**src/rtl/registro_temp_pkg.sv**
```systemverilog
// Shared constants and types for the temperature front end and its consumer FSM.
// No logic; types and helpers only.
// Not applicable.
package pkg_temp;

  localparam int ANCHO_TEMP = 11;

  // Normal range limits and special values, in tenths of a degree.
  localparam logic signed [ANCHO_TEMP-1:0] TEMP_BAJO    = 11'sd180;
  localparam logic signed [ANCHO_TEMP-1:0] TEMP_ALTO    = 11'sd259;
  localparam logic signed [ANCHO_TEMP-1:0] TEMP_INICIAL = 11'sd220;
  localparam logic signed [ANCHO_TEMP-1:0] CODIGO_ERROR = 11'b100_0000_0000;

  // Persistence threshold used by the downstream temperature-state FSM.
  localparam int N = 5;

  // Downstream temperature-state FSM states.
  typedef enum logic [1:0] {TEMP_NORMAL, TEMP_FRIO, TEMP_CALOR} estado_temp_t;

  // Conditioning block states.
  typedef enum logic [1:0] {LLENADO, OPERACION, FALLA} estado_reg_t;

  // Out-of-range persistence: saturating increment outside the range, clear inside.
  function automatic logic [2:0] regla_contador(input logic signed [ANCHO_TEMP-1:0] prom,
                                                 input logic [2:0] cont);
    if (prom < TEMP_BAJO || prom > TEMP_ALTO)
      return (cont == 3'd7) ? 3'd7 : cont + 3'd1;
    else
      return 3'd0;
  endfunction

endpackage

```
**src/rtl/registro_temp_if.sv**
```systemverilog
// Sample handshake between the sensor scaler and the conditioning block.
// No logic.
// Sample accepted when muestra_valida && muestra_lista at posedge.
interface registro_temp_if;
  import pkg_temp::*;

  logic                         muestra_valida;
  logic signed [ANCHO_TEMP-1:0] muestra;
  logic                         muestra_lista;

  modport master (output muestra_valida, output muestra, input muestra_lista);
  modport slave  (input muestra_valida, input muestra, output muestra_lista);

endinterface

```
**src/rtl/registro_temp_promedio_movil.sv**
```systemverilog
// Moving-average window: shift register, running sum and the average including the incoming sample.
// promedio is combinational from the current input; window/sum update on the shift edge.
// No backpressure; shifts whenever shift_en is high.
module promedio_movil
  import pkg_temp::*;
#(
  parameter int PROM_LOG2 = 2
) (
  input  logic                         clk,
  input  logic                         arst_n,
  input  logic                         shift_en,
  input  logic                         flush,
  input  logic signed [ANCHO_TEMP-1:0] muestra,
  output logic signed [ANCHO_TEMP-1:0] promedio
);

  localparam int VENTANA    = 1 << PROM_LOG2;
  localparam int ANCHO_SUMA = ANCHO_TEMP + PROM_LOG2;

  logic signed [ANCHO_TEMP-1:0] ventana_q [VENTANA];
  logic signed [ANCHO_SUMA-1:0] suma_q;
  logic signed [ANCHO_SUMA-1:0] muestra_ext;
  logic signed [ANCHO_SUMA-1:0] saliente_ext;
  logic signed [ANCHO_SUMA-1:0] suma_d;

  assign muestra_ext  = {{PROM_LOG2{muestra[ANCHO_TEMP-1]}}, muestra};
  assign saliente_ext = {{PROM_LOG2{ventana_q[VENTANA-1][ANCHO_TEMP-1]}}, ventana_q[VENTANA-1]};
  assign suma_d       = suma_q + muestra_ext - saliente_ext;
  // Arithmetic shift floors toward -inf for negative sums.
  assign promedio     = ANCHO_TEMP'(suma_d >>> PROM_LOG2);

  // Window and running sum; flush restarts the window, optionally with the incoming sample.
  always_ff @(posedge clk or negedge arst_n) begin
    if (!arst_n) begin
      for (int i = 0; i < VENTANA; i++) ventana_q[i] <= '0;
      suma_q <= '0;
    end else if (flush) begin
      for (int i = 0; i < VENTANA; i++) ventana_q[i] <= '0;
      if (shift_en) begin
        ventana_q[0] <= muestra;
        suma_q       <= muestra_ext;
      end else begin
        suma_q <= '0;
      end
    end else if (shift_en) begin
      for (int i = 1; i < VENTANA; i++) ventana_q[i] <= ventana_q[i-1];
      ventana_q[0] <= muestra;
      suma_q       <= suma_d;
    end
  end

endmodule

```
**src/rtl/registro_temp.sv**
```systemverilog
// Temperature conditioning: 4-sample average, out-of-range persistence count, sample-timeout fault.
// Outputs update on the posedge that accepts a good sample, visible the following cycle.
// Always ready out of reset; error-code samples are accepted and dropped.
module registro_temp
  import pkg_temp::*;
#(
  parameter int TIMEOUT   = 1000,
  parameter int PROM_LOG2 = 2
) (
  input  logic                         clk,
  input  logic                         arst_n,
  registro_temp_if.slave               bus,
  output logic signed [ANCHO_TEMP-1:0] temp_registrado,
  output logic [2:0]                   contador_fuera_rango,
  output logic                         temp_valida,
  output logic                         sensor_falla
);

  localparam int VENTANA = 1 << PROM_LOG2;
  localparam int LLEN_W  = $clog2(VENTANA + 1);
  localparam int TOUT_W  = $clog2(TIMEOUT + 1);

  estado_reg_t                  estado_q, estado_d;
  logic signed [ANCHO_TEMP-1:0] temp_d;
  logic [2:0]                   cont_d;
  logic                         valida_d, falla_d;
  logic [TOUT_W-1:0]            tout_q, tout_d, tout_inc;
  logic [LLEN_W-1:0]            llen_q, llen_d;
  logic                         shift_en, flush, bueno;
  logic signed [ANCHO_TEMP-1:0] promedio;

  // Ready drops only while reset is held.
  assign bus.muestra_lista = arst_n;
  assign bueno    = bus.muestra_valida && bus.muestra_lista && (bus.muestra != CODIGO_ERROR);
  assign tout_inc = tout_q + TOUT_W'(1);

  promedio_movil #(.PROM_LOG2(PROM_LOG2)) u_promedio (
    .clk      (clk),
    .arst_n   (arst_n),
    .shift_en (shift_en),
    .flush    (flush),
    .muestra  (bus.muestra),
    .promedio (promedio)
  );

  // State, outputs and counters register.
  always_ff @(posedge clk or negedge arst_n) begin
    if (!arst_n) begin
      estado_q             <= LLENADO;
      temp_registrado      <= TEMP_INICIAL;
      contador_fuera_rango <= '0;
      temp_valida          <= 1'b0;
      sensor_falla         <= 1'b0;
      tout_q               <= '0;
      llen_q               <= '0;
    end else begin
      estado_q             <= estado_d;
      temp_registrado      <= temp_d;
      contador_fuera_rango <= cont_d;
      temp_valida          <= valida_d;
      sensor_falla         <= falla_d;
      tout_q               <= tout_d;
      llen_q               <= llen_d;
    end
  end

  // Next-state, window control and output update; a good sample beats timeout expiry.
  always_comb begin
    estado_d = estado_q;
    temp_d   = temp_registrado;
    cont_d   = contador_fuera_rango;
    valida_d = temp_valida;
    falla_d  = sensor_falla;
    tout_d   = tout_q;
    llen_d   = llen_q;
    shift_en = 1'b0;
    flush    = 1'b0;
    case (estado_q)
      LLENADO: begin
        if (bueno) begin
          shift_en = 1'b1;
          tout_d   = '0;
          llen_d   = llen_q + LLEN_W'(1);
          if (llen_q == LLEN_W'(VENTANA - 1)) begin
            estado_d = OPERACION;
            temp_d   = promedio;
            valida_d = 1'b1;
            cont_d   = regla_contador(promedio, contador_fuera_rango);
          end
        end else if (tout_inc == TOUT_W'(TIMEOUT)) begin
          estado_d = FALLA;
          falla_d  = 1'b1;
          valida_d = 1'b0;
          tout_d   = '0;
        end else begin
          tout_d = tout_inc;
        end
      end
      OPERACION: begin
        if (bueno) begin
          shift_en = 1'b1;
          tout_d   = '0;
          temp_d   = promedio;
          cont_d   = regla_contador(promedio, contador_fuera_rango);
        end else if (tout_inc == TOUT_W'(TIMEOUT)) begin
          estado_d = FALLA;
          falla_d  = 1'b1;
          valida_d = 1'b0;
          tout_d   = '0;
        end else begin
          tout_d = tout_inc;
        end
      end
      FALLA: begin
        // First good sample restarts filling with itself as sample one.
        if (bueno) begin
          flush    = 1'b1;
          shift_en = 1'b1;
          llen_d   = LLEN_W'(1);
          cont_d   = '0;
          falla_d  = 1'b0;
          temp_d   = TEMP_INICIAL;
          tout_d   = '0;
          estado_d = LLENADO;
        end
      end
      default: begin
        estado_d = LLENADO;
        flush    = 1'b1;
        temp_d   = TEMP_INICIAL;
        cont_d   = '0;
        valida_d = 1'b0;
        falla_d  = 1'b0;
        tout_d   = '0;
        llen_d   = '0;
      end
    endcase
  end

endmodule
```
**src/flat_wrapper.sv**
```systemverilog
// flat-port wrapper written by rule: the top's interface ports become plain ports
module registro_temp_flat import pkg_temp::*;
#(
  parameter int TIMEOUT   = 1000,
  parameter int PROM_LOG2 = 2
)
  (clk, arst_n, temp_registrado, contador_fuera_rango, temp_valida, sensor_falla, bus_muestra_valida, bus_muestra, bus_muestra_lista);
  registro_temp_if bus_i ();
  input  logic clk;
  input  logic arst_n;
  output logic signed [ANCHO_TEMP-1:0] temp_registrado;
  output logic [2:0] contador_fuera_rango;
  output logic temp_valida;
  output logic sensor_falla;
  input wire logic [$bits(bus_i.muestra_valida)-1:0] bus_muestra_valida;
  input wire logic [$bits(bus_i.muestra)-1:0] bus_muestra;
  output wire logic [$bits(bus_i.muestra_lista)-1:0] bus_muestra_lista;
  assign bus_i.muestra_valida = bus_muestra_valida;
  assign bus_i.muestra = bus_muestra;
  assign bus_muestra_lista = bus_i.muestra_lista;
  registro_temp #(.TIMEOUT(TIMEOUT), .PROM_LOG2(PROM_LOG2)) u_core (.clk(clk), .arst_n(arst_n), .bus(bus_i), .temp_registrado(temp_registrado), .contador_fuera_rango(contador_fuera_rango), .temp_valida(temp_valida), .sensor_falla(sensor_falla));
endmodule
```
**config.mk**
```make
export PLATFORM = sky130hd
export DESIGN_NAME = registro_temp_flat
export DESIGN_NICKNAME = d
export VERILOG_FILES = /design/src/rtl/registro_temp_pkg.sv /design/src/rtl/registro_temp_if.sv /design/src/rtl/registro_temp_promedio_movil.sv /design/src/rtl/registro_temp.sv /design/src/flat_wrapper.sv
export SDC_FILE = /design/constraint.sdc
export NUM_CORES = 1
export LEC_CHECK = 0
export ABC_AREA = 0
export CAP_MARGIN = 10
export CORE_MARGIN = 1
export CORE_UTILIZATION = 45
export DETAILED_ROUTE_END_ITERATION = 12
export PLACE_DENSITY = 0.62
export SYNTH_ARGS = -nofsm -noshare
export SYNTH_HDL_FRONTEND = slang
export SYNTH_SLANG_ARGS = --single-unit
```
**constraint.sdc**
```tcl
create_clock -name clk -period 3.6 [get_ports clk]
set_clock_uncertainty 0.2 [all_clocks]
set_input_delay 1.08 -clock clk [delete_from_list [all_inputs] [get_ports clk]]
set_output_delay 1.08 -clock clk [all_outputs]
set_load 0.01 [all_outputs]
```
==> summary.md <==
| Metric | Value |
|---|---|
| Worst Hold Class | `flop to flop` |
| Slew @ Worst Pin | `0.954 ns` |
| Area after DPL | `6150 um2` |
| Inserted Diodes | `0` |
| RePlAce Congestion | `0.862` |
| First-pass GRT wire length | `22.1 mm` |
| Largest stage delay, worst path | `0.55 ns` |
| Final Cell Area | `6740 um2` |
| Clock sinks | `88` |
| Largest net degree at the start of global routing | `67` |
| Critical Path Start Type | `primary input` |
| DR iter-0 viols | `283` |
| Fillers | `1015` |
| Mapped Area | `5250 um2` |
| Core box area | `11400 um2` |
| Clk Latency, worst-skew pair | `0.35 ns` |
| Final WS setup | `-0.134 ns` |
| Drt pass-1 iters | `5` |
| Mean Syn Cell Area | `9.25 um2` |
| Ports | `31` |
| CTS buffer count | `9` |
| Drt total wl | `13.4 mm` |
| Hold Slack | `0.287 ns` |
| Die area | `12100 um2` |
| Maximum buffer depth of the clock tree | `2` |
| Setup Viol. Count Final | `3` |
| Total GRT Usage | `24.3%` |
| Worst slack, placed | `-1.04 ns` |
| Clock Tree Root | `clkbuf_16` |
| Critical Path End Type | `flop` |
| Via count | `4398` |
| Die height | `110 um` |
| Initial antenna violation count | `0` |
| Clk slew on worst S/H paths | `0.06 ns` |
| Final #Nets | `706` |
| Unrepaired setup endpoints after global routing | `true` |
| IO buf count | `30` |
| # rows | `39` |
| CP cell instances | `buf_2 > inv_2 > fa_2 > inv_1 > ha_2 > a2111o_1 > a31oi_4 > nor2_2 > or4_4 > o21ai_2 > a32oi_2 > o21ai_2 > o21ai_1` |
| Vias in the first global route | `4411` |
| Synth-to-Final Area Change | `28.3%` |
| Outcome | `complete, but fails checks` |
| Critical path's slowest cell | `fa_2` |
| H-tree depth | `3` |
| EDFF count, synth | `0` |
| Syn. warnings | `0` |
| Fmax | `268 MHz` |
| CTS tree | `yes` |
| Crit path max fanout | `2` |
| Failing checks | `setup timing` |
| Die Wd | `110 um` |
| Most frequent CP cell | `o21ai_2` |
| Yosys reg bits | `88` |
| Starting density of the core | `46.0%` |
| Placed Cells | `783` |
| Drt drc | `0` |
| Final Cycle Share | `104%` |
| Layout cells sized above 1 | `27.9%` |
| Largest cells by area after synthesis | `dfrtp_1 40%, nand2_1 5.6%, o21ai_0 5.5%` |
| Area leader, netlist | `dfrtp_1` |
| Count of pins over their slew limit | `0` |
| Post-synth top area share | `39.6%` |
| Post-CTS Hold Fix Bufs | `0` |
| Final Hold Viols | `0` |
| Dpl hpwl | `9.38 mm` |
| Worst slew margin | `36.4%` |
| CP arrival | `3.77 ns` |
| Syn Inst Count | `568` |
| Ys flop type | `dfrtp_1` |
| Routed length per instance | `16.5 um` |
| Vias/cell | `5.43` |
| Final Critical Period | `3.73 ns` |
| Grt ovf | `0` |
| Detail Route Antenna Nets | `0` |
| Max-cap violations | `0` |
| Crit Path Category | `primary input to flop` |
| Fin cells | `810` |
| Synth async-reset ratio | `100%` |
| Sequential area share after synthesis | `42.1%` |
| Syn_nets | `612` |
| WP data required | `3.63 ns` |
| Post-synth cell types | `72` |
-- Yosys cell counts (all sizes together), types with 9 or more instances --
library cell	instances
nor3	9
buf	9
dfrtp	83
nand2	78
fa	12
a21boi	12
nor2	37
clkbuf	21
o21ai	62
ha	18
mux2i	22
inv	52
a21oi	37
o22ai	16
-- through the flow --
step / TNS, ns / util (%)
floorplan: -0.598 / -
global placement: -19.73 / 53.9
detailed placement: -20.19 / 53.9
CTS: -0.287 / 58.2
global route: -0.680 / 59.0
finish: -0.375 / 59.0
-- layer usage --
layer  track usage [%]  wire (um)  vias up
met4              8.95        289        0
met5                 0          0        -
met2              39.3       6350       80
met3              4.41        384       22
met1              32.4       6320     2135
li1                  -          -     2161
-- path summary, 6_finish.rpt --
check	startpoint	slack, ns	endpoint	cells after the start
worst max-delay path	bus_muestra[3]	-0.13	u_core.contador_fuera_rango[0]$_DFFE_PN0P_	13
worst min-delay path	u_core.temp_registrado[8]$_DFFE_PN0P_	0.29	u_core.temp_registrado[8]$_DFFE_PN0P_	2
worst max register to register	u_core.u_promedio.suma_q[4]$_DFFE_PN0P_	0.32	u_core.contador_fuera_rango[0]$_DFFE_PN0P_	12
worst min register to register	u_core.temp_registrado[8]$_DFFE_PN0P_	0.29	u_core.temp_registrado[8]$_DFFE_PN0P_	2
max in group asynchronous	arst_n	1.77	u_core.u_promedio.saliente_ext[2]$_DFFE_PN0P_	2
min in group asynchronous	arst_n	0.37	u_core.llen_q[2]$_DFFE_PN0P_	1
-- registers in the layout, indices dropped and copies added (netlist names), 2 cells and up --
signal and flops:
u_core.u_promedio.ventana_q 33, u_core.temp_registrado 11, u_core.u_promedio.suma_q 13, u_core.u_promedio.saliente_ext 11, u_core.estado_q 2, u_core.llen_q 3
u_core.contador_fuera_rango 3, u_core.tout_q 10
-- cells in the final DEF (no fill, tap or decap), types with 14 or more instances in the layout --
cell type and n:
dfrtp_1 83, inv_1 38, buf_4 79, o21ai_0 55, nand2_1 77, a21oi_1 32
clkdlybuf4s50_1 19, mux2i_1 22, o22ai_1 14, nor2_1 35
-- timing repair --
item | in CTS | in global routing
endpoints found under the setup margin | 17 | 9
resized for setup | 68 | 22
setup buffers | 8 | 4
cloned | 0 | 0
pin swaps | 27 | 15
-- final cells by class --
type                    count  area (um2)  area share [%]
flip-flops and latches     88        2210            32.8
clock buffers              12         256            3.81
inverters                  52         203            3.01
multi-input cells         398        2910            43.2
repair buffers            113         927            13.8
well taps                 143         179            2.66
clock inverters             4        52.6           0.780
-- worst max-delay path, delay by kind of cell --
family	cells	cell delay (ns)
compound gates	6	1.15
fa+ha+maj	2	0.73
buf+inv	3	0.19
simple gates	2	0.62
-- kinds of logic (layout without fill, tap and decap cells) --
family / Yosys count / count (layout) / synth area share [%]
xor+xnor: 13 / 13 / 2.31
simple gates: 158 / 158 / 13.8
fa+ha+maj: 30 / 30 / 8.86
buf+inv: 82 / 181 / 6.77
compound gates: 175 / 175 / 22.0
mux: 22 / 22 / 4.19
flops: 88 / 88 / 42.1
Power is left out: the tool's default activity adds up to more than one toggle a clock period on the data nets, which glitch-free logic cannot reach.
